==> src/rtl/mem_arbiter.sv <==
`default_nettype none
// ============================================================================
//  Module      : mem_arbiter
//  Description : Shares one RAM port between instruction fetch and data
//                access. Data has priority; a starvation counter forces an
//                instruction grant after STARVE_MAX consecutive data grants.
//                Also owns the halt drain sequence and a sticky RAM timeout.
//  Revision    : 1.0 - initial release
// ============================================================================
module mem_arbiter #(
    parameter int ADDR_W     = 32,
    parameter int DATA_W     = 32,
    parameter int STARVE_MAX = 4,
    parameter int TIMEOUT    = 64
) (
    input  logic              CLK,
    input  logic              RST,
    input  logic              iREN,
    input  logic [ADDR_W-1:0] iaddr,
    output logic              iwait,
    output logic [DATA_W-1:0] iload,
    input  logic              dREN,
    input  logic              dWEN,
    input  logic [ADDR_W-1:0] daddr,
    input  logic [DATA_W-1:0] dstore,
    output logic              dwait,
    output logic [DATA_W-1:0] dload,
    input  logic              halt,
    output logic              ramREN,
    output logic              ramWEN,
    output logic [ADDR_W-1:0] ramaddr,
    output logic [DATA_W-1:0] ramstore,
    input  logic [DATA_W-1:0] ramload,
    input  logic              ram_ready,
    output logic              halted,
    output logic              err
);

    localparam int c_SC_W = $clog2(STARVE_MAX + 1);
    localparam int c_TC_W = $clog2(TIMEOUT + 1);
    localparam logic [c_SC_W-1:0] c_STARVE_MAX = c_SC_W'(STARVE_MAX);
    localparam logic [c_TC_W-1:0] c_TC_LAST    = c_TC_W'(TIMEOUT - 1);

    typedef enum logic [1:0] {
        S_IDLE   = 2'd0,
        S_IACC   = 2'd1,
        S_DACC   = 2'd2,
        S_HALTED = 2'd3
    } state_t;

    state_t              r_state;
    state_t              w_next;
    logic [c_SC_W-1:0]   r_starve_cnt;
    logic [c_TC_W-1:0]   r_tcnt;
    logic                r_halt_pend;

    logic w_in_acc;
    logic w_ready;
    logic w_tout;
    logic w_force_i;

    // A reset in the middle of an access drops it, so completion is masked by RST.
    assign w_in_acc  = (r_state == S_IACC) || (r_state == S_DACC);
    assign w_ready   = w_in_acc && ram_ready && !RST;
    assign w_tout    = w_in_acc && !ram_ready && (r_tcnt == c_TC_LAST);
    assign w_force_i = iREN && (r_starve_cnt == c_STARVE_MAX);

    // State register
    always_ff @(posedge CLK) begin
        if (RST) begin
            r_state <= S_IDLE;
        end else begin
            r_state <= w_next;
        end
    end

    // Next-state decode and combinational completion outputs
    always_comb begin
        w_next = r_state;
        iwait  = 1'b1;
        dwait  = 1'b1;
        iload  = '0;
        dload  = '0;
        halted = 1'b0;
        case (r_state)
            S_IDLE: begin
                if (halt || r_halt_pend) begin
                    w_next = S_HALTED;
                end else if ((dREN || dWEN) && !w_force_i) begin
                    w_next = S_DACC;
                end else if (iREN) begin
                    w_next = S_IACC;
                end
            end
            S_IACC: begin
                if (w_ready) begin
                    iwait  = 1'b0;
                    iload  = ramload;
                    w_next = S_IDLE;
                end else if (w_tout) begin
                    w_next = S_IDLE;
                end
            end
            S_DACC: begin
                if (w_ready) begin
                    dwait  = 1'b0;
                    if (!ramWEN) begin
                        dload = ramload;
                    end
                    w_next = S_IDLE;
                end else if (w_tout) begin
                    w_next = S_IDLE;
                end
            end
            S_HALTED: begin
                halted = 1'b1;
            end
            default: begin
                w_next = S_IDLE;
            end
        endcase
    end

    // Grant registration, access timer, starvation counter, halt and error flags
    always_ff @(posedge CLK) begin
        if (RST) begin
            ramREN       <= 1'b0;
            ramWEN       <= 1'b0;
            ramaddr      <= '0;
            ramstore     <= '0;
            r_starve_cnt <= '0;
            r_tcnt       <= '0;
            r_halt_pend  <= 1'b0;
            err          <= 1'b0;
        end else begin
            case (r_state)
                S_IDLE: begin
                    r_tcnt <= '0;
                    if (!iREN) begin
                        r_starve_cnt <= '0;
                    end
                    if (w_next == S_DACC) begin
                        ramaddr  <= daddr;
                        ramstore <= dstore;
                        // Write wins when both enables are raised together.
                        ramWEN   <= dWEN;
                        ramREN   <= !dWEN;
                    end else if (w_next == S_IACC) begin
                        ramaddr <= iaddr;
                        ramREN  <= 1'b1;
                        ramWEN  <= 1'b0;
                    end
                end
                S_IACC, S_DACC: begin
                    if (halt) begin
                        r_halt_pend <= 1'b1;
                    end
                    if (w_tout) begin
                        err <= 1'b1;
                    end
                    if (w_next == S_IDLE) begin
                        ramREN <= 1'b0;
                        ramWEN <= 1'b0;
                        r_tcnt <= '0;
                    end else begin
                        r_tcnt <= r_tcnt + 1'b1;
                    end
                    if (w_ready && (r_state == S_IACC)) begin
                        r_starve_cnt <= '0;
                    end else if (w_ready && iREN && (r_starve_cnt != c_STARVE_MAX)) begin
                        r_starve_cnt <= r_starve_cnt + 1'b1;
                    end
                end
                default: begin
                    ramREN <= 1'b0;
                    ramWEN <= 1'b0;
                end
            endcase
        end
    end

endmodule
`default_nettype wire

==> config.mk <==
export PLATFORM = sky130hd
export DESIGN_NAME = mem_arbiter
export DESIGN_NICKNAME = d
export VERILOG_FILES = /design/src/rtl/mem_arbiter.sv
export SDC_FILE = /design/constraint.sdc
export NUM_CORES = 1
export LEC_CHECK = 0
export BUFFER_PORTS_ARGS = -buffer_cell sky130_fd_sc_hd__buf_2
export CAP_MARGIN = 20
export CORE_UTILIZATION = 30
export CTS_CLUSTER_SIZE = 8
export DETAILED_ROUTE_END_ITERATION = 8
export GPL_TIMING_DRIVEN = 0
export PLACE_DENSITY_LB_ADDON = 0.3
export SLEW_MARGIN = 20
export SYNTH_ARGS = -nofsm -noshare
export SYNTH_HDL_FRONTEND = slang
export SYNTH_SLANG_ARGS = --single-unit
==> constraint.sdc <==
create_clock -name CLK -period 7.3 [get_ports CLK]
set_clock_uncertainty 0.05 [all_clocks]
set_input_delay 0.73 -clock CLK [delete_from_list [all_inputs] [get_ports CLK]]
set_output_delay 0.73 -clock CLK [all_outputs]
set_load 0.005 [all_outputs]
* Word-level counts from Yosys, hierarchy flattened
Cells that the tools add are included.
Operators by class: muxes and demuxes 30, eq/ne operators 12, reductions and logical operators 27, $add $sub $neg 2
Operators by type and width (number):
- $mux 32 | 7
- $pmux 7 s2 | 1
- $mux 2 | 5
- $reduce_and 2->1 | 5
- $logic_and 1x1->1 | 9
- $mux 1 | 9
- $mux 3 | 3
- $add 7x1->7 const B | 1
- $eq 7x6->1 const B | 1
- $mux 7 | 1
- $eq 2x2->1 const B | 3
- $ne 3x3->1 const B | 2
- $pmux 3 s2 | 1
- $eq 2x1->1 const B | 2
- $logic_not 1->1 | 4
- $logic_not 2->1 | 2
- $pmux 1 s2 | 2
- $pmux 2 s2 | 1
- $reduce_bool 2->1 | 2
- $add 3x1->3 const B | 1
- $eq 3x3->1 const B | 1
- $logic_or 1x1->1 | 3
- $ne 3x1->1 const B | 1
- $reduce_and 3->1 | 1
- other kinds (3) | 3
Word-level totals: output and inout port bits 134, register bits 80

* Depth between registers and ports, before layout
word-level depth 11, gate-level depth with buffers 13, gate-level depth less buffers 11

* Worst setup path before layout
Ideal clock, no wire load.
path kind register to register, start point register r_state[0], end point register ramaddr[0], cell stages (with the launch flop) 13, required time 7.171 ns, path buffers 3, slack 4.247 ns, arrival 2.924 ns, cell sequence dfxtp_1 ha_1 and2b_1 or4b_4 a32o_1 buf_6 inv_1 ha_1 nand2_1 clkbuf_1 clkbuf_1 nor2_1 a211oi_2
On the way: longest elaborated chain between the ends 10, elaborated cells between the ends (all ways) 20
Ends and longest elaborated chain:
- start, declared | RTL line 51 | state_t r_state;
- start signal, assigned | RTL line 73 | r_state <= w_next;
- $eq 2x1->1 / $eq 2x2->1 (equally long branches) | RTL line 63, 85
- $logic_or 1x1->1 | RTL line 63 | assign w_in_acc = (r_state == S_IACC) || (r_state == S_DACC);
- $logic_and 1x1->1 (2 in a row) | RTL line 65 | assign w_tout = w_in_acc && !ram_ready && (r_tcnt == c_TC_LAST);
- $mux 2 | RTL line 100, 111
- $mux 2 | RTL line 105 | if (w_ready) begin
- $pmux 2 s2 | RTL line 85 | case (r_state)
- $eq 2x2->1 / $eq 2x1->1 (equally long branches) | RTL line 142, 148
- $reduce_bool 2->1 (no source line)
- $reduce_and 2->1 (no source line)
- end signal, assigned | RTL line 143 | ramaddr <= daddr;
- end signal, assigned | RTL line 149 | ramaddr <= iaddr;
- end, declared | RTL line 31 | output logic [ADDR_W-1:0] ramaddr,
Several ways; a longest one is shown, not always the timed one. A chain may end at the register's enable or synchronous reset.

* Worst setup path after layout
start point register r_state[0], end point register ramaddr[15]
The elaborated chain is that of the path after synthesis.

==> impl_metrics.json <==
{
  "postRouteAntennaNets": 0,
  "p_per_area_nw_per_um2": 328,
  "hpwlAfterDp_um": 11200,
  "ctsHoldBuffers": 0,
  "hold_viol": 0,
  "syn_area_per_cell_um2": 8.98,
  "yosys.area.top_type_share_pct": 34.4,
  "p_leak_uw": 0.00317,
  "hold_path_class": "flip-flop to flip-flop",
  "grt-ovfl-total": 0,
  "synth_cell_type_count": 42,
  "critPathArrivalTime_ps": 3770,
  "placed_cells": 974,
  "outcome": "complete, no violations",
  "vias": 4780,
  "drt_iter0_markers": 164,
  "die_width_um": 127,
  "wl_per_cell_um": 14.9,
  "grt_pass1_wl_um": 23400,
  "track_usage_pct": 18.4,
  "core.rowCount": 45,
  "peakVddDrop_uv": 241,
  "finalMaxSlewViolations": 0,
  "start_util_pct": 30.7,
  "cp.required_ps": 7510,
  "ys_seq_elements": 80,
  "wl_um": 14800,
  "fin_cells": 992,
  "clkTransAtPathRegs_ps": 60,
  "die_y_um": 127,
  "stdcell_area_um2": 6530,
  "drive_gt1_share_pct": 40.5,
  "grt_pass1_vias": 4575,
  "synth_top_cell_by_area": "dfxtp_1",
  "num_io_pins": 269,
  "placedInstanceArea_um2": 6230,
  "relSlewSlack_pct": 58.1,
  "cts_tree": "built",
  "cp-end-kind": "flip-flop",
  "ys_seq_area_share_pct": 34.4,
  "clock-root-buffer": "clkbuf_16",
  "max_freq_mhz": 281,
  "setup_viol": 0,
  "grt_max_degree": 14,
  "clk_latency_ps": 340,
  "core_area_um2": 15200,
  "clk_path_buf_depth": 2,
  "ys_warn_count": 0,
  "antenna_found_initial": 3,
  "synthTopCellsByArea": "dfxtp_1, nand2b_1, a211oi_2",
  "htree_levels": 3,
  "gp_congestion": 0.779,
  "cts-resized-gates": 0,
  "maxCapViolCount": 0,
  "viasPerCell": 4.82,
  "crit_type": "flip-flop to flip-flop",
  "utilization_pct": 42.9,
  "syn-num-nets": 662,
  "post-route-period-util_pct": 48.8,
  "drc": 0,
  "syn_inst": 519,
  "post-route-min-period_ps": 3560,
  "nets": 940,
  "syn_area_um2": 4660,
  "syn_to_final_growth_pct": 40.1,
  "cp-start-kind": "flip-flop",
  "dr.pass1.iters": 4,
  "rsz0062_at_grt": "false",
  "die-area_um2": 16000,
  "cts_made_buffers": 9,
  "clock_sinks": 80,
  "cp_max_fo": 10,
  "cts_setup_buffers": 0,
  "tightest_slew_ps": 623,
  "fin_tns_setup_ps": 0,
  "numPortBuffers": 267
}
power by group:
group          switching (uW)  internal [uW]  leakage [uW]
Sequential               55.7            544      0.000655
Clock                     186            258      0.000145
Combinational             668            428       0.00237
Total                     909           1230       0.00317
registers in the layout, indices dropped and copies added (netlist names):
signal	cells
r_tcnt	7
r_starve_cnt	3
r_state	2
ramaddr	32
ramWEN	1
ramstore	32
ramREN	1
r_halt_pend	1
err	1
final timing paths:
path | startpoint | endpoint | slack [ps] | depth (start not counted)
setup / recovery | r_state[0]$_SDFF_PP0_ | ramaddr[15]$_SDFFE_PP0P_ | 3740 | 12
hold / removal | r_halt_pend$_SDFFE_PP0P_ | r_halt_pend$_SDFFE_PP0P_ | 420 | 2
setup reg to reg | r_state[0]$_SDFF_PP0_ | ramaddr[15]$_SDFFE_PP0P_ | 3740 | 12
hold reg to reg | r_halt_pend$_SDFFE_PP0P_ | r_halt_pend$_SDFFE_PP0P_ | 420 | 2
cell usage after synthesis:
cell and instances:
or4b_4 1, dfxtp_1 80, o211ai_1 1, o21bai_1 33, inv_1 9, o21ai_0 6
and2b_1 1, nor4_4 1, ha_1 8, nand4b_1 2, or3_1 4, xnor2_1 1
or4_1 1, o2111ai_1 1, a22o_1 1, nor3_1 1, a32o_1 2, clkbuf_1 43
o2bb2ai_1 1, a21boi_0 2, and3b_1 1, nand3_1 4, a311oi_1 32, a211oi_2 30
nor4b_1 1, a21oi_1 10, xor2_1 3, a211oi_1 2, nand2b_1 66, and3_4 2
buf_6 8, o21a_1 1, o311a_1 1, nand4_1 2, mux2i_1 33, nand2_1 7
a31oi_1 1, nor2_1 48, nor2b_1 2, and3_1 33, a21o_1 1, and2_1 32
metal layers:
metal / GRT usage [%] / wire length (um) / share of wire (%) / vias to the layer above
li1: - / - / - / 2410
met1: 24.2 / 7010 / 47 / 2190
met2: 28.8 / 6620 / 45 / 160
met3: 5.74 / 984 / 6.6 / 18
met4: 5.17 / 189 / 1.3 / 2
met5: 0 / 13 / 0.088 / -
per-stage QoR:
stage / total power (uW) / setup WS [ps] / hold slack (ps)
finish: 2140 / 3740 / 419
detailed placement: 1710 / 3650 / 406
floorplan: 1360 / 4250 / 387
global route: 2300 / 3400 / 438
CTS: 2170 / 3700 / 422
global placement: 1700 / 3680 / 398
critical path, cell delays in order, from the launching register on:
cell and delay, ps:
dfxtp_1 370, ha_1 250, and2b_1 250, or4b_4 500, a32o_1 290, buf_6 140, inv_1 130, ha_1 270
nand2_1 90, clkbuf_1 390, clkbuf_1 430, nor2_1 110, a211oi_2 220
final cells by class:
| cell class | instances | area [um2] |
|---|---|---|
| Antenna cell | 2 | 5.00 |
| Buffer | 51 | 251 |
| Clock buffer | 12 | 267 |
| Clock inverter | 4 | 26.3 |
| Fill cell | 1597 | 8670 |
| Inverter | 9 | 33.8 |
| Multi-Input combinational cell | 379 | 2770 |
| Sequential cell | 80 | 1600 |
| Tap cell | 188 | 235 |
| Timing Repair Buffer | 267 | 1340 |
layout by cell type (no fill, tap or decap), types with 30 or more instances in the layout:
cell / instances
dfxtp_1: 80
a211oi_2: 30
buf_2: 267
o21bai_1: 33
nand2b_1: 66
clkbuf_1: 43
nor2_1: 48
a311oi_1: 32
and3_1: 33
mux2i_1: 33
and2_1: 32
cell families (layout without fill, tap and decap cells):
kind of cell	Yosys count	after routing	synth area share, %
AO/OA/AOI/OAI	125	125	23.6
XOR/XNOR	4	4	0.752
AND/OR/NAND/NOR	209	209	25.9
adder cells (fa/ha/maj)	8	8	2.15
flip-flops	80	80	34.4
multiplexers	33	33	7.09
other	0	2	0
buffers and inverters	60	343	6.12
(Power assumes the default switching activity.)
